### src/rtl/i2c_pkg.sv
// -----------------------------------------------------------------------------
// i2c_pkg
// Shared types for the I2C register target: FSM state encoding, byte/address
// widths and the decoded bus-event bundle passed from i2c_edge_det to the
// controller FSM.
// -----------------------------------------------------------------------------
package i2c_pkg;

   localparam int I2C_ADDR_W = 7;
   localparam int I2C_BYTE_W = 8;

   typedef enum logic [3:0] {
      ST_IDLE,
      ST_ADDR,
      ST_ADDR_ACK,
      ST_PTR,
      ST_PTR_ACK,
      ST_WDATA,
      ST_WDATA_ACK,
      ST_RDATA,
      ST_RDATA_ACK,
      ST_WAIT_STOP
   } i2c_state_e;

   // One cycle-wide flag per decoded bus event.
   typedef struct packed {
      logic start;
      logic stop;
      logic scl_rise;
      logic scl_fall;
   } i2c_evt_t;

endpackage

### src/rtl/i2c_edge_det.sv
// -----------------------------------------------------------------------------
// i2c_edge_det
// Decodes START, STOP and SCL edges from the synchronized bus levels and their
// one-clock-delayed copies. Purely combinational.
//
// Ports:
//   sda_i, scl_i           current synchronized SDA/SCL levels
//   past_sda_i, past_scl_i the same levels delayed by one clk
//   evt_o                  decoded events (start, stop, scl_rise, scl_fall)
// -----------------------------------------------------------------------------
module i2c_edge_det
   import i2c_pkg::*;
(
   input  logic     sda_i,
   input  logic     scl_i,
   input  logic     past_sda_i,
   input  logic     past_scl_i,
   output i2c_evt_t evt_o
);

   // START/STOP are SDA transitions while SCL is stably high.
   assign evt_o.start    = scl_i & past_scl_i & past_sda_i & ~sda_i;
   assign evt_o.stop     = scl_i & past_scl_i & ~past_sda_i & sda_i;
   assign evt_o.scl_rise = ~past_scl_i & scl_i;
   assign evt_o.scl_fall = past_scl_i & ~scl_i;

endmodule

### src/rtl/i2c_target_ctrl.sv
// -----------------------------------------------------------------------------
// i2c_target_ctrl
// I2C target (slave) that exposes a register file through a pointer byte.
// A write transfer loads the pointer with its first data byte and issues one
// wr_en strobe per following byte; a read transfer (optional) streams
// rd_data from rd_addr = pointer, auto-incrementing on each master ACK.
//
// Configuration macro:
//   I2C_TARGET_READ_EN  defined   -> R/W=1 addresses are ACKed, read path built
//                       undefined -> R/W=1 addresses are NACKed, rd_addr = 0
//
// Parameters:
//   TARGET_ADDR  7-bit address this target answers to
//   REG_PTR_W    register pointer width (wraps at 2**REG_PTR_W)
//
// Ports:
//   clk, rst                  system clock, async active-high reset
//   sda_in, scl_in            synchronized bus levels
//   past_sda_in, past_scl_in  the same delayed by one clk
//   sda_oe                    1 pulls SDA low, 0 releases it
//   wr_en, wr_addr, wr_data   single-cycle register write strobe with payload
//   rd_addr, rd_data          register read address / combinational read data
//   busy                      transaction in progress (START seen, no STOP)
// -----------------------------------------------------------------------------
module i2c_target_ctrl
   import i2c_pkg::*;
#(
   parameter logic [I2C_ADDR_W-1:0] TARGET_ADDR = 7'h4A,
   parameter int                    REG_PTR_W   = 8
) (
   input  logic                  clk,
   input  logic                  rst,
   input  logic                  sda_in,
   input  logic                  scl_in,
   input  logic                  past_sda_in,
   input  logic                  past_scl_in,
   output logic                  sda_oe,
   output logic                  wr_en,
   output logic [REG_PTR_W-1:0]  wr_addr,
   output logic [I2C_BYTE_W-1:0] wr_data,
   output logic [REG_PTR_W-1:0]  rd_addr,
   input  logic [I2C_BYTE_W-1:0] rd_data,
   output logic                  busy
);

   localparam logic [3:0] BITS_PER_BYTE = 4'(I2C_BYTE_W);

   i2c_evt_t                evt;
   i2c_state_e              state_q;
   logic [REG_PTR_W-1:0]    ptr_q;
   logic [3:0]              bit_cnt_q;
   logic [I2C_BYTE_W-1:0]   shift_q;

   logic [I2C_BYTE_W-1:0]   rx_byte_d;
   logic [REG_PTR_W-1:0]    rx_ptr_d;
   logic [REG_PTR_W-1:0]    ptr_inc_d;
   logic                    addr_ok_d;

   i2c_edge_det u_edge_det (
      .sda_i      (sda_in),
      .scl_i      (scl_in),
      .past_sda_i (past_sda_in),
      .past_scl_i (past_scl_in),
      .evt_o      (evt)
   );

   // Byte as it will look once the bit on SDA right now is shifted in (MSB first).
   assign rx_byte_d = {shift_q[I2C_BYTE_W-2:0], sda_in};
   assign rx_ptr_d  = REG_PTR_W'(rx_byte_d);
   assign ptr_inc_d = ptr_q + REG_PTR_W'(1);

`ifdef I2C_TARGET_READ_EN
   logic rw_q;

   assign addr_ok_d = (rx_byte_d[I2C_BYTE_W-1:1] == TARGET_ADDR);
   assign rd_addr   = ptr_q;
`else
   logic unused_rd_data;

   // Reads are refused, so only write requests (R/W=0) match.
   assign addr_ok_d      = (rx_byte_d[I2C_BYTE_W-1:1] == TARGET_ADDR) && !rx_byte_d[0];
   assign rd_addr        = '0;
   assign unused_rd_data = ^rd_data;
`endif

   // NOTE: all state below is updated with non-blocking assignments so every
   // branch sees the pre-edge values; later assignments in a branch override
   // earlier defaults within the same clock.
   always_ff @(posedge clk or posedge rst) begin
      if (rst) begin
         state_q   <= ST_IDLE;
         ptr_q     <= '0;
         bit_cnt_q <= '0;
         shift_q   <= '0;
         sda_oe    <= 1'b0;
         wr_en     <= 1'b0;
         wr_addr   <= '0;
         wr_data   <= '0;
         busy      <= 1'b0;
`ifdef I2C_TARGET_READ_EN
         rw_q      <= 1'b0;
`endif
      end else begin
         wr_en <= 1'b0;

         // Bus conditions outrank any SCL edge seen in the same cycle.
         if (evt.start) begin
            state_q   <= ST_ADDR;
            bit_cnt_q <= '0;
            sda_oe    <= 1'b0;
            busy      <= 1'b1;
         end else if (evt.stop) begin
            state_q   <= ST_IDLE;
            bit_cnt_q <= '0;
            sda_oe    <= 1'b0;
            busy      <= 1'b0;
         end else begin
            case (state_q)
               // Receive states: shift on SCL rise, decide on the 8th bit,
               // drive ACK on the SCL fall that follows it.
               ST_ADDR, ST_PTR, ST_WDATA: begin
                  if (evt.scl_rise && (bit_cnt_q != BITS_PER_BYTE)) begin
                     shift_q   <= rx_byte_d;
                     bit_cnt_q <= bit_cnt_q + 4'd1;
                     if (bit_cnt_q == BITS_PER_BYTE - 4'd1) begin
                        case (state_q)
                           ST_ADDR: begin
                              if (!addr_ok_d) state_q <= ST_WAIT_STOP;
`ifdef I2C_TARGET_READ_EN
                              rw_q <= rx_byte_d[0];
`endif
                           end
                           ST_PTR: ptr_q <= rx_ptr_d;
                           default: begin
                              wr_en   <= 1'b1;
                              wr_addr <= ptr_q;
                              wr_data <= rx_byte_d;
                              ptr_q   <= ptr_inc_d;
                           end
                        endcase
                     end
                  end else if (evt.scl_fall && (bit_cnt_q == BITS_PER_BYTE)) begin
                     sda_oe    <= 1'b1;
                     bit_cnt_q <= '0;
                     case (state_q)
                        ST_ADDR: state_q <= ST_ADDR_ACK;
                        ST_PTR:  state_q <= ST_PTR_ACK;
                        default: state_q <= ST_WDATA_ACK;
                     endcase
                  end
               end

               // ACK is held through the ACK bit's SCL high and released on
               // the next fall, which also starts the following byte.
               ST_ADDR_ACK: begin
                  if (evt.scl_fall) begin
                     sda_oe    <= 1'b0;
                     bit_cnt_q <= '0;
                     state_q   <= ST_PTR;
`ifdef I2C_TARGET_READ_EN
                     if (rw_q) begin
                        state_q <= ST_RDATA;
                        shift_q <= rd_data;
                        sda_oe  <= ~rd_data[I2C_BYTE_W-1];
                     end
`endif
                  end
               end

               ST_PTR_ACK, ST_WDATA_ACK: begin
                  if (evt.scl_fall) begin
                     sda_oe    <= 1'b0;
                     bit_cnt_q <= '0;
                     state_q   <= ST_WDATA;
                  end
               end

`ifdef I2C_TARGET_READ_EN
               // Transmit: the MSB is already on the bus when RDATA is entered;
               // each later fall presents the next bit, the 8th fall frees SDA
               // for the master's ACK.
               ST_RDATA: begin
                  if (evt.scl_rise && (bit_cnt_q != BITS_PER_BYTE)) begin
                     bit_cnt_q <= bit_cnt_q + 4'd1;
                  end else if (evt.scl_fall && (bit_cnt_q == BITS_PER_BYTE)) begin
                     sda_oe    <= 1'b0;
                     bit_cnt_q <= '0;
                     state_q   <= ST_RDATA_ACK;
                  end else if (evt.scl_fall && (bit_cnt_q != 4'd0)) begin
                     shift_q <= {shift_q[I2C_BYTE_W-2:0], 1'b0};
                     sda_oe  <= ~shift_q[I2C_BYTE_W-2];
                  end
               end

               // bit_cnt_q=1 marks "master ACKed"; the pointer moves at the
               // rise so rd_data has settled by the following SCL fall.
               ST_RDATA_ACK: begin
                  if (evt.scl_rise) begin
                     if (sda_in) begin
                        state_q <= ST_WAIT_STOP;
                     end else begin
                        ptr_q     <= ptr_inc_d;
                        bit_cnt_q <= 4'd1;
                     end
                  end else if (evt.scl_fall && (bit_cnt_q == 4'd1)) begin
                     bit_cnt_q <= '0;
                     state_q   <= ST_RDATA;
                     shift_q   <= rd_data;
                     sda_oe    <= ~rd_data[I2C_BYTE_W-1];
                  end
               end
`endif

               // IDLE and WAIT_STOP ignore SCL; only START/STOP leave them.
               default: ;
            endcase
         end
      end
   end

endmodule

### config.mk
export PLATFORM = sky130hd
export DESIGN_NAME = i2c_target_ctrl
export DESIGN_NICKNAME = d
export VERILOG_FILES = /design/src/rtl/i2c_pkg.sv /design/src/rtl/i2c_edge_det.sv /design/src/rtl/i2c_target_ctrl.sv
export SDC_FILE = /design/constraint.sdc
export NUM_CORES = 1
export LEC_CHECK = 0
export CORE_AREA = 2 2 73 75
export DETAILED_ROUTE_END_ITERATION = 6
export DIE_AREA = 0 0 75 77
export PLACE_DENSITY = 0.77
export SETUP_SLACK_MARGIN = 0.05
export SYNTH_ARGS = -nofsm -noshare
export SYNTH_HDL_FRONTEND = slang
export SYNTH_SLANG_ARGS = --single-unit
### constraint.sdc
create_clock -name clk -period 2.4 [get_ports clk]
set_input_delay 0.48 -clock clk [delete_from_list [all_inputs] [get_ports clk]]
set_output_delay 0.48 -clock clk [all_outputs]
set_load 0.03 [all_outputs]
### Word level (Yosys, flattened, before mapping)

Cells that the tools add are included.

| cells by class | value |
|---|---|
| divide/modulo/power cells | 0 |
| $add $sub $neg | 2 |
| reductions and logical operators | 17 |
| equal/unequal tests | 19 |
| shift-type cells | 0 |
| mux-type cells | 32 |
| multipliers | 0 |
| magnitude comparators | 0 |
| bitwise logic cells | 15 |

Operators by type and width:

| cell | count |
|---|---|
| $mux 4 | 14 |
| $ne 4x4->1 const B | 5 |
| $ne 5x5->1 const B | 4 |
| $eq 4x3->1 const B | 4 |
| $pmux 8 s2 | 1 |
| $mux 1 | 13 |
| $pmux 4 s3 | 1 |
| $reduce_and 6->1 | 2 |
| $add 8x1->8 const B | 1 |
| $eq 4x2->1 const B | 2 |
| $not 1->1 | 8 |
| $pmux 4 s2 | 1 |
| $reduce_and 4->1 | 2 |
| $and 1x1->1 | 7 |
| $eq 7x7->1 const B | 1 |
| $reduce_and 7->1 | 1 |
| $pmux 3 s2 | 1 |
| $reduce_or 3->1 | 2 |
| $reduce_bool 5->1 | 1 |
| $add 4x1->4 const B | 1 |
| $eq 4x1->1 const B | 1 |
| $eq 4x4->1 const B | 1 |
| $ne 4x1->1 const B | 1 |
| $reduce_bool 4->1 | 1 |
| other kinds (6) | 9 |

| word-level totals | value |
|---|---|
| bits of input ports | 14 |
| logic and storage cells | 94 |
| memories kept | 0 |
| ROM bits | 0 |
| RAM bits | 0 |
| output and inout port bits | 27 |
| bits in latches | 0 |
| register bits after elaboration | 42 |

### Longest topological paths before layout

Gate-level depths: netlist of run 1.

| depth | value |
|---|---|
| word-level depth | 9 |
| depth in mapped cells | 8 |
| depth with buffers taken out | 7 |

### Modules after synthesis

Synthesis of run 1 repeated with hierarchy kept, for this count alone.

| unflattened totals | value |
|---|---|
| cells, all modules | 200 |
| area total of the unflattened synthesis | 2270.9 µm² |

By module, submodules not included:

| module | area an instance (µm²) | times used | cells an instance | sequential area each (µm²) |
|---|---|---|---|---|
| i2c_target_ctrl | 2238.4 | 1 | 196 | 1051.0 |
| i2c_edge_det | 32.5 | 1 | 4 | 0.0 |

### Worst setup path before layout of run 1

OpenSTA, ideal clock, no wires.

| timing | value |
|---|---|
| path kind | flip-flop to flip-flop |
| start point | register state_q[0] |
| end point | register state_q[0] |
| clock period less this slack | 1837 ps |
| setup time | 125 ps |
| stages on the path, launching flop included | 6 |
| slack | 563 ps |
| required time | 2275 ps |
| buffers on the path | 1 |
| arrival time | 1712 ps |
| cells stage by stage | dfrtp_1 buf_2 nor3_1 o21ai_2 a21oi_2 mux2_2 |

| between the ends | value |
|---|---|
| cells in the longest elaborated chain, start to end | 5 |
| elaborated cells on any way between the ends | 19 |
| classes of those cells | eq/ne (12); mux (3); reduce/logical (4) |

Ends and longest elaborated chain:

| element | line | RTL |
|---|---|---|
| from (decl) | i2c_target_ctrl.sv:49 | `i2c_state_e state_q;` |
| from (signal assigned) | i2c_target_ctrl.sv:91 | `state_q <= ST_IDLE;` |
| from (signal assigned) | i2c_target_ctrl.sv:108 | `state_q <= ST_ADDR;` |
| from (signal assigned) | i2c_target_ctrl.sv:113 | `state_q <= ST_IDLE;` |
| $eq 4x2->1 (tied with other cells) | i2c_target_ctrl.sv:118 | `case (state_q)` |
| $reduce_or 3->1 / $reduce_or 2->1 (equally long branches) | i2c_target_ctrl.sv:118 |  |
| $pmux 4 s3 | i2c_target_ctrl.sv:118 |  |
| $mux 4 | i2c_target_ctrl.sv:112 | `end else if (evt.stop) begin` |
| $mux 4 | i2c_target_ctrl.sv:107 | `if (evt.start) begin` |

Parallel ways exist; a longest one is shown, timed or not.
A chain may end at the register's enable or synchronous reset.

### Worst setup path after layout of run 1

| timing | value |
|---|---|
| start point | input port scl_in |
| end point | register state_q[3] |

| between the ends | value |
|---|---|
| cells in the longest elaborated chain, start to end | 6 |
| elaborated cells on any way between the ends | 22 |
| classes of those cells | eq/ne (6); mux (4); bitwise (8); reduce/logical (4) |

Ends and longest elaborated chain:

| element | line | RTL |
|---|---|---|
| from (decl) | i2c_target_ctrl.sv:34 | `input logic scl_in,` |
| branches (longest 6 deep; another with $reduce_and 7->1) | - |  |
| to (signal assigned) | i2c_target_ctrl.sv:108 |  |
| to (signal assigned) | i2c_target_ctrl.sv:113 |  |
| to (signal assigned) | i2c_target_ctrl.sv:128 | `if (!addr_ok_d) state_q <= ST_WAIT_STOP;` |

Parallel ways; which one is timed is not known.

==> results of run 1 <==
power breakdown:
part / total, W / internal, W / switching, W
logic: 0.000517 / 0.000264 / 0.000253
registers: 0.000984 / 0.000816 / 0.000168
clock network: 0.000454 / 0.000205 / 0.000249
total: 0.00196 / 0.00129 / 0.000671
area by class of cell:
type / count / area [µm²]
well taps: 70 / 87.58
clock inverters: 2 / 13.76
inverters: 9 / 35.03
repair buffers: 38 / 345.3
multi-input cells: 171 / 977.2
clock buffers: 6 / 72.57
flip-flops and latches: 42 / 1051
fillers: 482 / 2395
worst register-to-register path: cells and delay by family, from the launching register on:
family | cells | cell delay, ns
AO/OA/AOI/OAI | 1 | 0.26
buffers and inverters | 1 | 0.06
AND/OR/NAND/NOR | 3 | 0.55
multiplexers | 1 | 0.37
flip-flops | 1 | 0.41
adder cells (fa/ha/maj) | 1 | 0.19
synth_stat cells (2+ instances only):
cell / count
a21oi_1: 6
a31oi_1: 2
and2_1: 2
and3_1: 4
buf_2: 3
buf_4: 9
buf_6: 3
dfrtp_1: 42
ha_1: 3
inv_1: 8
mux2_2: 10
mux2i_1: 3
nand2_1: 65
nand2b_1: 2
nand3_1: 5
nand3b_1: 3
nor2_1: 12
nor2b_1: 4
nor3_1: 5
o21a_1: 2
o21ai_0: 7
o21ai_1: 4
o311ai_1: 2
cell families after synthesis:
kind of cell / count (synthesis) / synth area share [%]
AOI/OAI and AO/OA: 35 / 11.17
xor gates and xnor gates: 1 / 0.4052
adders and majority gates: 3 / 1.736
buffers and inverters: 26 / 7.406
DFF: 42 / 48.61
muxes: 13 / 6.597
other: 1 / 0.1734
and+or+nand+nor: 111 / 23.90
stage by stage:
step / power (W) / TNS, ns / instance area [µm²] / utilization [%]
6_report: 0.001956 / 0 / 2582 / 51.89
5_1_grt: 0.002084 / 0 / 2582 / 51.89
4_1_cts: 0.001970 / 0 / 2582 / 51.89
3_5_place_dp: 0.001513 / -0.02888 / 2496 / 50.15
3_3_place_gp: 0.001500 / -0.008210 / 2496 / 50.15
2_1_floorplan: 0.001351 / 0 / 2188 / -
final timing paths:
kind / end / slack, ns / depth (start not counted)
hold reg to reg: wr_addr[3] / 0.47 / 2
max in group asynchronous: wr_addr[3] / 1.43 / 3
min in group asynchronous: state_q[0] / 0.60 / 3
setup / recovery: state_q[3] / 0.29 / 6
hold / removal: wr_addr[3] / 0.47 / 2
setup reg to reg: state_q[3] / 0.45 / 7
registers in the layout, indices dropped and copies added, names as in the netlist:
register	count
wr_data	8
state_q	4
ptr_q	8
busy	1
bit_cnt_q	4
sda_oe	1
wr_en	1
shift_q	7
wr_addr	8
layer usage:
metal	global-route usage [%]	vias to the layer above	wire length [µm]
met4	7.321	0	57
met2	25.09	46	2040
met1	20.48	828	1906
met5	0	-	0
met3	4.468	6	194
li1	-	849	-
==> results by group, run 1 <==
Die
  – Num ports: 41
  – Die Y: 77 µm
  – Core Area: 4977 µm²
  – Die Width: 75 µm
  – Initial Utilization: 43.44%
  – Rows: 26
  – Die Area: 5775 µm²

Clocking
  – Root Driver: clkbuf_8
  – Worst-path clk slew: 0.08 ns
  – Clk sink count: 42
  – Post-CTS Setup Bufs: 0
  – CTS tree: built
  – H-tree lvl count: 2
  – Max Root-Sink Buffers: 2
  – Post_cts resized: 0
  – CTS Buf Count: 5
  – Hold buffers post-CTS: 0
  – Clk Latency, worst-skew pair: 0.30 ns

Drt
  – ANT nets after route: 0
  – # DRC: 0
  – Iteration-0 DRC Markers: 111
  – First-pass detailed-route iteration total: 4
  – Wirelength, routed: 4199 µm
  – Routed WL per cell: 12.42 µm
  – DR vias/cell: 5.115
  – Vias: 1729

Critical path
  – Worst setup path start: scl_in
  – Maximum fanout along the worst path: 6
  – CP peak stage delay: 0.56 ns
  – CP Launch Type: input pin
  – Family with the most delay on the worst path: simple AND/OR/NAND/NOR gates
  – CP cell instances: clkdlybuf4s50_1, nor2b_1, nand4_1, and2_1, a21oi_2, mux2_2
  – Slowest-stage cell, CP: clkdlybuf4s50_1
  – Critical R2R Launch: bit_cnt_q[0]
  – Worst EP arrival: 2.30 ns
  – Crit path capture type: flop
  – Worst EP required: 2.59 ns
  – CP Buf/Inv Count: 1
  – Critical Setup Path Class: input pin to flop

Synth
  – Register area share after synthesis: 48.61%
  – Area leader, netlist: dfrtp_1
  – FFs w/ async S/R, synth: 100.0%
  – Syn Inst Count: 232
  – Post-synth EDFFs: 0
  – Prevailing post-synth register cell: dfrtp_1
  – Synth top area cells: dfrtp_1, nand2_1, mux2_2
  – Synthesized area per cell: 9.319 µm²
  – Share of the synthesized area in the top cell type: 48.61%
  – Number of synthesized register bits: 42
  – Post-Syn Area: 2162 µm²
  – Synth warn: 0
  – Distinct cells, synth: 49

Timing
  – Max-slew violations: 0
  – Final hold viol count: 0
  – Final setup skew: 0.007298 ns
  – # setup viols final: 0
  – Final Critical Period: 2.110 ns
  – RSZ-0062 raised after global routing: no
  – Worst Tran Pin Value: 0.5207 ns
  – Relative slew margins: 65.29%
  – Post-route clock period utilization: 87.92%
  – WHS: 0.4743 ns
  – Final WS setup: 0.2900 ns
  – Fmax: 473.9 MHz

Job
  – Max Cap Viol: 0

Placement
  – Pre-CTS setup slack: -0.01089 ns
  – Placed cells: 330
  – Post-DP HPWL: 3024 µm
  – Routability cong.: 0.9191
  – Buffers on Ports: 24

Finish
  – Most frequent cells in the layout: nand2_1, dfrtp_1, clkdlybuf4s50_1
  – Non-Filler Instances: 338
  – Most common cell after layout, fill and taps aside: nand2_1
  – Antenna fix cells: 0
  – Area grow syn2layout: 19.44%
  – Final nets: 284
  – Share of layout cells above drive strength 1: 13.81%

GRT
  – Global route overflow: 0
  – Vias in the first global route: 1600
  – First-pass GRT wire length: 7182 µm
  – Largest net degree at the start of global routing: 43
  – Initial antenna violation count: 0
  – All-Layer GR Usage: 16.13%

Power and ir drop
  – Worst VDD drop: 0.5843 mV
  – Pleak: 1.256 nW
  – Pwr dens: 757.4 nW/µm²

Hold path
  – Hold Path Class: flop to flop
  – Hold Path Origin: wr_addr[3]

Run status
  – Status: completed
No activity file was read; power rests on OpenSTA's default activity.
==> run 2: changes to the inputs <==
--- a/config.mk
+++ b/config.mk
@@ -5,9 +5,9 @@
 export SDC_FILE = /design/constraint.sdc
 export NUM_CORES = 1
 export LEC_CHECK = 0
-export CORE_AREA = 2 2 73 75
+export CORE_AREA = 5 5 76 78
 export DETAILED_ROUTE_END_ITERATION = 6
-export DIE_AREA = 0 0 75 77
+export DIE_AREA = 0 0 81 83
 export PLACE_DENSITY = 0.77
 export SETUP_SLACK_MARGIN = 0.05
 export SYNTH_ARGS = -nofsm -noshare
==> run 2 against run 1 <==
Design area up 2.3%. Sequential share of layout area decreased by 0.91 points. Setup slack improved by 0.026 ns. Via count is 1.2% lower. Maximum frequency grew 1.2%. Critical path type unchanged. Critical endpoint unchanged. Largest power group unchanged. Highest routed layer unchanged.
==> results by group, run 2 (synthesized netlist as in run 1, its figures left out) <==
Critical path
  – Slowest-stage cell, CP: clkdlybuf4s50_1 (unchanged)
  – Family with the most delay on the worst path: simple AND/OR/NAND/NOR gates (unchanged)
  – Maximum fanout along the worst path: 6 (unchanged)
  – Worst EP required: 2.59 ns (about the same)
  – CP peak stage delay: 0.49 ns (was 0.56 ns)
  – CP Launch Type: input pin (unchanged)
  – Critical Setup Path Class: input pin to flop (unchanged)
  – Worst EP arrival: 2.27 ns (was 2.30 ns)
  – CP Buf/Inv Count: 1 (unchanged)
  – CP cell instances: clkdlybuf4s50_1, nor2b_1, nand4_1, and2_1, a21oi_2, mux2_2 (unchanged)
  – Crit path capture type: flop (unchanged)

Finish
  – Most frequent cells in the layout: nand2_1, dfrtp_1, clkdlybuf4s50_1 (unchanged)
  – Largest regs: ptr_q: 8 flops, wr_addr: 8 flops, wr_data: 8 flops (unchanged)
  – Share of layout cells above drive strength 1: 14.76% (was 13.81%)
  – Most common cell after layout, fill and taps aside: nand2_1 (unchanged)
  – Final nets: 287 (was 284)
  – Fill cell count: 475 (was 482)
  – Antenna fix cells: 0 (unchanged)
  – Area grow syn2layout: 22.16% (was 19.44%)
  – Design area: 2641 µm² (was 2582 µm²)

Die
  – Initial Utilization: 43.16% (was 43.44%)
  – Die Width: 81 µm (was 75 µm)
  – Core Area: 5010 µm² (was 4977 µm²)
  – Die Y: 83 µm (was 77 µm)
  – Die Area: 6723 µm² (was 5775 µm²)
  – Rows: 26 (unchanged)
  – Num ports: 41 (unchanged)

Timing
  – Max-slew violations: 0 (unchanged)
  – Fmax: 479.8 MHz (was 473.9 MHz)
  – Post-route clock period utilization: 86.84% (was 87.92%)
  – Final setup skew: 0.005835 ns (was 0.007298 ns)
  – Relative slew margins: 64.25% (was 65.29%)
  – Final WS setup: 0.3159 ns (was 0.2900 ns)
  – Final setup TNS: 0 ns (unchanged)
  – Final Critical Period: 2.084 ns (was 2.110 ns)
  – # setup viols final: 0 (unchanged)
  – Worst Tran Pin Value: 0.5362 ns (was 0.5207 ns)
  – RSZ-0062 raised after global routing: no (unchanged)
  – Final hold viol count: 0 (unchanged)

Placement
  – Pre-CTS setup slack: -0.01545 ns (was -0.01089 ns)
  – DP Area: 2531 µm² (was 2496 µm²)
  – Routability cong.: 0.8846 (was 0.9191)
  – Buffers on Ports: 24 (unchanged)
  – Post-DP HPWL: 3190 µm (was 3024 µm)

Drt
  – DR vias/cell: 5.012 (was 5.115)
  – Wirelength, routed: 4436 µm (was 4199 µm)
  – ANT nets after route: 0 (unchanged)
  – First-pass detailed-route iteration total: 4 (unchanged)
  – Iteration-0 DRC Markers: 67 (was 111)
  – # DRC: 0 (unchanged)
  – Vias: 1709 (was 1729)
  – Routed WL per cell: 13.01 µm (was 12.42 µm)

GRT
  – All-Layer GR Usage: 14.34% (was 16.13%)
  – First-pass GRT wire length: 7734 µm (was 7182 µm)
  – Largest net degree at the start of global routing: 43 (unchanged)
  – Vias in the first global route: 1683 (was 1600)
  – Initial antenna violation count: 0 (unchanged)
  – Global route overflow: 0 (unchanged)

Clocking
  – Clk Latency, worst-skew pair: 0.30 ns (about the same)
  – H-tree lvl count: 2 (unchanged)
  – Clk sink count: 42 (unchanged)
  – Worst-path clk slew: 0.08 ns (about the same)
  – Max Root-Sink Buffers: 2 (unchanged)
  – Hold buffers post-CTS: 0 (unchanged)
  – CTS Buf Count: 5 (unchanged)
  – Root Driver: clkbuf_8 (unchanged)
  – Post-CTS Setup Bufs: 0 (unchanged)
  – CTS tree: built (unchanged)
  – Post_cts resized: 0 (unchanged)

Hold path
  – Hold Path Class: flop to flop (unchanged)

Power and ir drop
  – Worst VDD drop: 0.5475 mV (was 0.5843 mV)
  – Pwr dens: 782.6 nW/µm² (was 757.4 nW/µm²)
  – Pleak: 1.283 nW (was 1.256 nW)

Job
  – Max Cap Viol: 0 (unchanged)

Run status
  – Status: completed (unchanged)
## run 2: worst register-to-register path, cell delays in order, from the launching register on
cell	delay, ns
dfrtp_1	0.41
inv_1	0.06
ha_1	0.19
nand3b_1	0.15
nand4_1	0.19
and2_1	0.24
a21oi_2	0.26
mux2_2	0.37
## run 2: cell type report
class	count	area (µm²)	share of cell area, %
Multi-Input combinational cell	171	977.2	37.00
Clock buffer	6	72.57	2.748
Inverter	9	35.03	1.326
Timing Repair Buffer	41	380.4	14.40
Tap cell	70	87.58	3.316
Sequential cell	42	1051	39.79
Clock inverter	2	37.54	1.421
## run 2: final timing paths
check | startpoint | to | slack, ns | cells past startpoint
hold reg to reg | wr_addr[5] | wr_addr[5] | 0.48 | 2
hold / removal | wr_addr[5] | wr_addr[5] | 0.48 | 2
setup / recovery | past_scl_in | state_q[3] | 0.32 | 6
setup reg to reg | bit_cnt_q[0] | state_q[3] | 0.44 | 7
max in group asynchronous | rst | ptr_q[7] | 1.42 | 3
min in group asynchronous | rst | state_q[0] | 0.61 | 3
## run 2: through the flow
| stage | cells | util, % | hold slack, ns | power, W |
|---|---|---|---|---|
| after floorplan | 239 | - | 0.4655 | 0.001351 |
| after global routing | 341 | 52.72 | 0.5051 | 0.002214 |
| final | 341 | 52.72 | 0.4765 | 0.002067 |
| after global placement | 333 | 50.52 | 0.4570 | 0.001499 |
| after detailed placement | 333 | 50.52 | 0.4613 | 0.001517 |
| after CTS | 341 | 52.72 | 0.4819 | 0.002087 |
## run 2: metal layers
metal,vias up,track usage [%],share of wire (%)
li1,851,-,-
met4,0,3.533,0.61
met5,-,0,0
met3,4,4.004,4.7
met2,35,24.05,50
met1,819,17.99,44
## run 2: report_power, final
| group | switching (W) | leakage, nW | internal [W] | total (W) |
|---|---|---|---|---|
| combinational | 0.000263 | 0.669 | 0.000264 | 0.000527 |
| clock | 0.000247 | 0.0514 | 0.000310 | 0.000557 |
| sequential | 0.000167 | 0.562 | 0.000816 | 0.000983 |
| total | 0.000677 | 1.28 | 0.00139 | 0.00207 |
==> run 3: changes to the inputs <==
--- a/config.mk
+++ b/config.mk
@@ -5,9 +5,9 @@
 export SDC_FILE = /design/constraint.sdc
 export NUM_CORES = 1
 export LEC_CHECK = 0
-export CORE_AREA = 5 5 76 78
+export CORE_AREA = 5 5 73 81
 export DETAILED_ROUTE_END_ITERATION = 6
-export DIE_AREA = 0 0 81 83
+export DIE_AREA = 0 0 78 86
 export PLACE_DENSITY = 0.77
 export SETUP_SLACK_MARGIN = 0.05
 export SYNTH_ARGS = -nofsm -noshare
==> run 3 against run 2 <==
Cell count shrank 5.0%. Global-route usage grew 0.17 points. Utilization shrank 0.85 points. Die area shrank 0.22%. Register-to-register slack lost 0.02 ns. Critical path type unchanged. Critical endpoint is now state_q[1].
==> results by group, run 3 (synthesized netlist as in run 1, its figures left out) <==
Drt
  – DR vias/cell: 5.392 (was 5.012)
  – ANT nets after route: 0 (unchanged)
  – Wirelength, routed: 4405 µm (was 4436 µm)
  – Routed WL per cell: 13.60 µm (was 13.01 µm)
  – First-pass detailed-route iteration total: 6 (was 4)
  – Vias: 1747 (was 1709)
  – # DRC: 0 (unchanged)
  – Iteration-0 DRC Markers: 81 (was 67)

Critical path
  – Critical Setup Path Class: input pin to flop (unchanged)
  – Worst EP required: 2.59 ns (about the same)
  – Family with the most delay on the worst path: simple AND/OR/NAND/NOR gates (unchanged)
  – CP cell instances: clkdlybuf4s50_1, nor2b_1, nand4_1, and2_1, a21oi_2, mux2_2 (unchanged)
  – Maximum fanout along the worst path: 5 (was 6)
  – CP Launch Type: input pin (unchanged)
  – CP Buf/Inv Count: 1 (unchanged)
  – CP peak stage delay: 0.53 ns (was 0.49 ns)
  – Worst EP arrival: 2.30 ns (was 2.27 ns)
  – Crit path capture type: flop (unchanged)
  – Slowest-stage cell, CP: clkdlybuf4s50_1 (unchanged)

Timing
  – WHS: 0.4736 ns (was 0.4765 ns)
  – Max-slew violations: 0 (unchanged)
  – # setup viols final: 0 (unchanged)
  – RSZ-0062 raised after global routing: no (unchanged)
  – Final setup skew: 0.006221 ns (was 0.005835 ns)
  – Post-route clock period utilization: 88.20% (was 86.84%)
  – Final Critical Period: 2.117 ns (was 2.084 ns)
  – Final hold viol count: 0 (unchanged)
  – Fmax: 472.4 MHz (was 479.8 MHz)
  – Relative slew margins: 64.50% (was 64.25%)
  – Worst Tran Pin Value: 0.5325 ns (was 0.5362 ns)

Clocking
  – Worst-path clk slew: 0.08 ns (about the same)
  – Hold buffers post-CTS: 0 (unchanged)
  – Clk sink count: 42 (unchanged)
  – Clk Latency, worst-skew pair: 0.30 ns (about the same)
  – Root Driver: clkbuf_8 (unchanged)
  – H-tree lvl count: 2 (unchanged)
  – Max Root-Sink Buffers: 2 (unchanged)
  – Post_cts resized: 0 (unchanged)
  – CTS tree: built (unchanged)
  – Post-CTS Setup Bufs: 0 (unchanged)
  – CTS Buf Count: 5 (unchanged)

Finish
  – Most frequent cells in the layout: nand2_1, dfrtp_1, clkdlybuf4s50_1 (unchanged)
  – Fill cell count: 483 (was 475)
  – Largest regs: ptr_q: 8 flops, wr_addr: 8 flops, wr_data: 8 flops (unchanged)
  – Final nets: 282 (was 287)
  – Antenna fix cells: 0 (unchanged)
  – Layout Utilization: 51.88% (was 52.72%)
  – Area grow syn2layout: 19.16% (was 22.16%)
  – Multi-input logic area: 977.2 µm² (unchanged)
  – Share of layout cells above drive strength 1: 13.16% (was 14.76%)
  – Most common cell after layout, fill and taps aside: nand2_1 (unchanged)
  – Sequential cell area: 1051 µm² (unchanged)

GRT
  – Layer with the highest usage: met2 (unchanged)
  – Global route overflow: 0 (unchanged)
  – First-pass GRT wire length: 7928 µm (was 7734 µm)
  – Largest net degree at the start of global routing: 43 (unchanged)
  – Routing usage on met2: 24.45% (was 24.05%)
  – Initial antenna violation count: 0 (unchanged)
  – All-Layer GR Usage: 14.51% (was 14.34%)
  – Vias in the first global route: 1710 (was 1683)
  – M3 GR Usage: 4.202% (was 4.004%)
  – Met1 Usage GRT: 18.07% (was 17.99%)

Job
  – Max Cap Viol: 0 (unchanged)

Die
  – Initial Utilization: 43.54% (was 43.16%)
  – Rows: 27 (was 26)
  – Die Width: 78 µm (was 81 µm)
  – Die Area: 6708 µm² (was 6723 µm²)
  – Die Y: 86 µm (was 83 µm)
  – Num ports: 41 (unchanged)
  – Core Area: 4966 µm² (was 5010 µm²)

Placement
  – Buffers on Ports: 24 (unchanged)
  – Post-DP HPWL: 3144 µm (was 3190 µm)
  – Routability cong.: 0.8355 (was 0.8846)

Power and ir drop
  – Comb power frac: 24.9% (was 25.5%)
  – Pleak: 1.252 nW (was 1.283 nW)
  – Net Sw Power: 0.0006809 W (was 0.0006768 W)
  – Clock Power Share: 27.3% (was 27.0%)
  – Pwr dens: 800.2 nW/µm² (was 782.6 nW/µm²)
  – Seq pwr share: 47.8% (was 47.5%)
  – Worst VDD drop: 0.6186 mV (was 0.5475 mV)
  – Int Pwr: 0.001380 W (was 0.001390 W)
  – Sw Share: 33.03% (was 32.74%)

Run status
  – Status: completed (unchanged)

Hold path
  – Hold Path Class: flop to flop (unchanged)
==> run 3: final cells by class <==
class | instances | area share (%)
Sequential cell | 42 | 40.80
Multi-Input combinational cell | 171 | 37.93
Timing Repair Buffer | 36 | 12.82
Clock buffer | 6 | 2.817
Tap cell | 58 | 2.817
Clock inverter | 2 | 1.457
Inverter | 9 | 1.360
==> run 3: stage by stage <==
stage / setup WS [ns] / cell area, µm² / TNS [ns] / instances / total power (W)
2_1_floorplan: 0.5633 / 2188 / 0 / 239 / 0.001351
3_3_place_gp: 0.02350 / 2466 / 0 / 316 / 0.001490
3_5_place_dp: -0.004873 / 2466 / -0.01231 / 316 / 0.001507
4_1_cts: 0.3049 / 2576 / 0 / 324 / 0.002074
5_1_grt: 0.1558 / 2576 / 0 / 324 / 0.002200
6_report: 0.2833 / 2576 / 0 / 324 / 0.002061
==> run 3: per-layer routing <==
layer  share of wire (%)  wire length (µm)  vias up
met1                  43              1873      869
met5                   0                 0        -
met2                  51              2252       35
met4                0.98                43        0
li1                    -                 -      839
met3                 5.3               235        4
==> run 3: worst min-delay path, cell delays in order, from the launching register on <==
cell and delay, ns:
dfrtp_1 0.35, nand2_1 0.05, nand2_1 0.05
==> run 3: power groups by stage <==
| stage | Clock (W) | Sequential [W] | Combinational, W |
|---|---|---|---|
| after floorplan | 0 | 0.000932 | 0.000418 |
| after global placement | 0 | 0.000993 | 0.000497 |
| after detailed placement | 0 | 0.000993 | 0.000513 |
| after CTS | 0.000574 | 0.000980 | 0.000519 |
| after global routing | 0.000611 | 0.00101 | 0.000579 |
| final | 0.000563 | 0.000984 | 0.000514 |
==> run 3: final timing paths <==
check,depth (start not counted),from,to,slack (ns)
max in group asynchronous,3,rst,wr_addr[2],1.43
worst min-delay path,2,wr_addr[5],wr_addr[5],0.47
worst max-delay path,6,scl_in,state_q[1],0.28
worst min register to register,2,wr_addr[5],wr_addr[5],0.47
min in group asynchronous,3,rst,busy,0.61
worst max register to register,7,bit_cnt_q[0],state_q[1],0.42
==> variant, RTL diff (settings of run 2) <==
Add an input register stage for `scl_in`, `past_sda_in` and `past_scl_in`, with the module's reset; this delays them by one clock. The other inputs are not delayed to match.
--- a/src/rtl/i2c_target_ctrl.sv
+++ b/src/rtl/i2c_target_ctrl.sv
@@ -46,4 +46,20 @@
    localparam logic [3:0] BITS_PER_BYTE = 4'(I2C_BYTE_W);
 
+   logic scl_q;
+   logic past_sda_q;
+   logic past_scl_q;
+
+   always_ff @(posedge clk or posedge rst) begin
+      if (rst) begin
+         scl_q      <= '0;
+         past_sda_q <= '0;
+         past_scl_q <= '0;
+      end else begin
+         scl_q      <= scl_in;
+         past_sda_q <= past_sda_in;
+         past_scl_q <= past_scl_in;
+      end
+   end
+
    i2c_evt_t                evt;
    i2c_state_e              state_q;
@@ -59,7 +75,7 @@
    i2c_edge_det u_edge_det (
       .sda_i      (sda_in),
-      .scl_i      (scl_in),
-      .past_sda_i (past_sda_in),
-      .past_scl_i (past_scl_in),
+      .scl_i      (scl_q),
+      .past_sda_i (past_sda_q),
+      .past_scl_i (past_scl_q),
       .evt_o      (evt)
    );
Check against the original RTL: not equivalent (Yosys sat finds a counterexample within 4 cycles, from zero or initial values and one cycle with rst high).
==> variant against run 2 <==
Sequential cell count grew 3. Routed wire length shrank 8.3%. Clock skew grew 6.0 ps. Cell area grew 2.2%. Sequential share of layout area grew 1.9 points. Area after synthesis grew 4.9%. Clock power grew 3%. Power shrank 1.1%. Worst setup slack lost 11 ps. Critical path type is now reg -> reg. Largest power group unchanged.
==> variant: results (changes against run 2) <==
| Metric | Value |
|---|---|
| Crit-path max FO | `27 (+21)` |
| P_leak | `1.17 nW (-9.1%)` |
| Met3 routed WL | `188 um (-9.6%)` |
| Reg2reg setup slack | `300 ps (-140 ps)` |
| WL per Instance | `13.4 um (+3.2%)` |
| Hold path endpoint | `sda_oe` |
| Vias | `1,576 (-7.8%)` |
| Final-layout fill cell count | `452 (-4.8%)` |
| WHS Path Cells | `1 (-1)` |
| Initial DRC Count | `107 (+60%)` |
| Number of detailed-route iterations in the first pass | `4 (unchanged)` |
| Sequential cell power | `0.00102 W (+4%)` |
| Routed wire length | `4.07 mm (-8.3%)` |
| Ys async rst share | `100% (unchanged)` |
| GRT met1 Usage | `19.2% (+1.2 points)` |
| Worst Setup EP | `wr_data[3]` |
| Critical-path top delay cell | `dfrtp_1` |
| Crit path max-delay family | `simple AND/OR/NAND/NOR gates` |
| Sequential element share of the synthesized area | `49.6% (+1.0 points)` |
| M3 GR Usage | `3.25% (-0.76 points)` |
| Yosys cell types | `51 (+4.1%)` |
| Max stage delay on crit path | `420 ps (-70 ps)` |
| P_comb | `0.000454 W (-14%)` |
| Synth top area cells | `dfrtp_1, mux2_2, buf_4` |
| Ys flop type | `dfrtp_1` |
| Hold path start | `sda_oe` |
| Largest vdd supply drop | `0.449 mV (-18%)` |
| First-pass GRT wire length | `7.40 mm (-4.4%)` |
| Worst Setup SP | `bit_cnt_q[0]` |
| Net Sw Frac | `31.9% (-0.85 points)` |
| Tcrit/Tclk final | `87.3% (+0.46 points)` |
| Clk_skew | `11.9 ps (+6.02 ps)` |
| Nets@finish | `250 (-13%)` |
| Syn avg cell area | `11.2 um^2 (+20%)` |
| Met1 WL | `1.90 mm (-3.3%)` |
| Regs by FF count | `ptr_q: 8 flops, wr_addr: 8 flops, wr_data: 8 flops` |
| Global-route total usage across every layer | `14.0% (-0.35 points)` |
| Met2 Resource Use GR | `20.7% (-3.4 points)` |
| Layout cells sized above 1 | `21.5% (+6.7 points)` |
| Commonest cells in the synthesized netlist | `dfrtp_1, mux2_2, nand2_1` |
| HP Class | `reg -> reg` |
| Routability Congestion | `0.842 (-4.8%)` |
| Status | `complete, no violations` |
| Reg2Reg Depth | `7 (unchanged)` |
| Top sig layer | `met4` |
| DP Area | `0.00259 mm^2 (+2.4%)` |
| Met2 routed WL | `1.87 mm (-16%)` |
| Clock Tree Root | `clkbuf_8` |
| DP HPWL | `2.94 mm (-7.7%)` |
| Placed cells | `296 (-11%)` |
| Largest net degree at the start of global routing | `46 (+7.0%)` |
| Worst slack at placement | `60.5 ps (+76.0 ps)` |
-- variant: changes by cell type in the layout (fill, tap and decap cells not counted), sizes merged, moves of 4 or more --
cell	delta
nand2	-49
nand3	+4
buf	-10
mux2	+15
nor2	-5
-- variant: per-stage QoR --
step	total power [W]	utilization, %	hold WS [ps]
5_1_grt	0.00217	53.9	518
4_1_cts	0.00206	53.9	496
3_5_place_dp	0.00149	51.7	476
3_3_place_gp	0.00147	51.7	470
6_report	0.00204	53.9	491
2_1_floorplan	0.00137	-	497
-- variant: area by class of cell --
cell class	count	share of cell area [%]
well taps	70	3.25
repair buffers	31	11.8
flip-flops and latches	45	41.7
inverters	9	1.25
multi-input cells	141	38.0
clock buffers	5	2.55
clock inverters	2	1.44
-- variant: cells by family after synthesis --
group | count (synthesis) | synth area share (%)
mux | 27 | 13.3
xor+xnor | 2 | 0.772
simple gates | 64 | 17.3
compound gates | 37 | 10.9
buf+inv | 24 | 6.29
flops | 45 | 49.6
fa+ha+maj | 3 | 1.65
other cells | 1 | 0.165
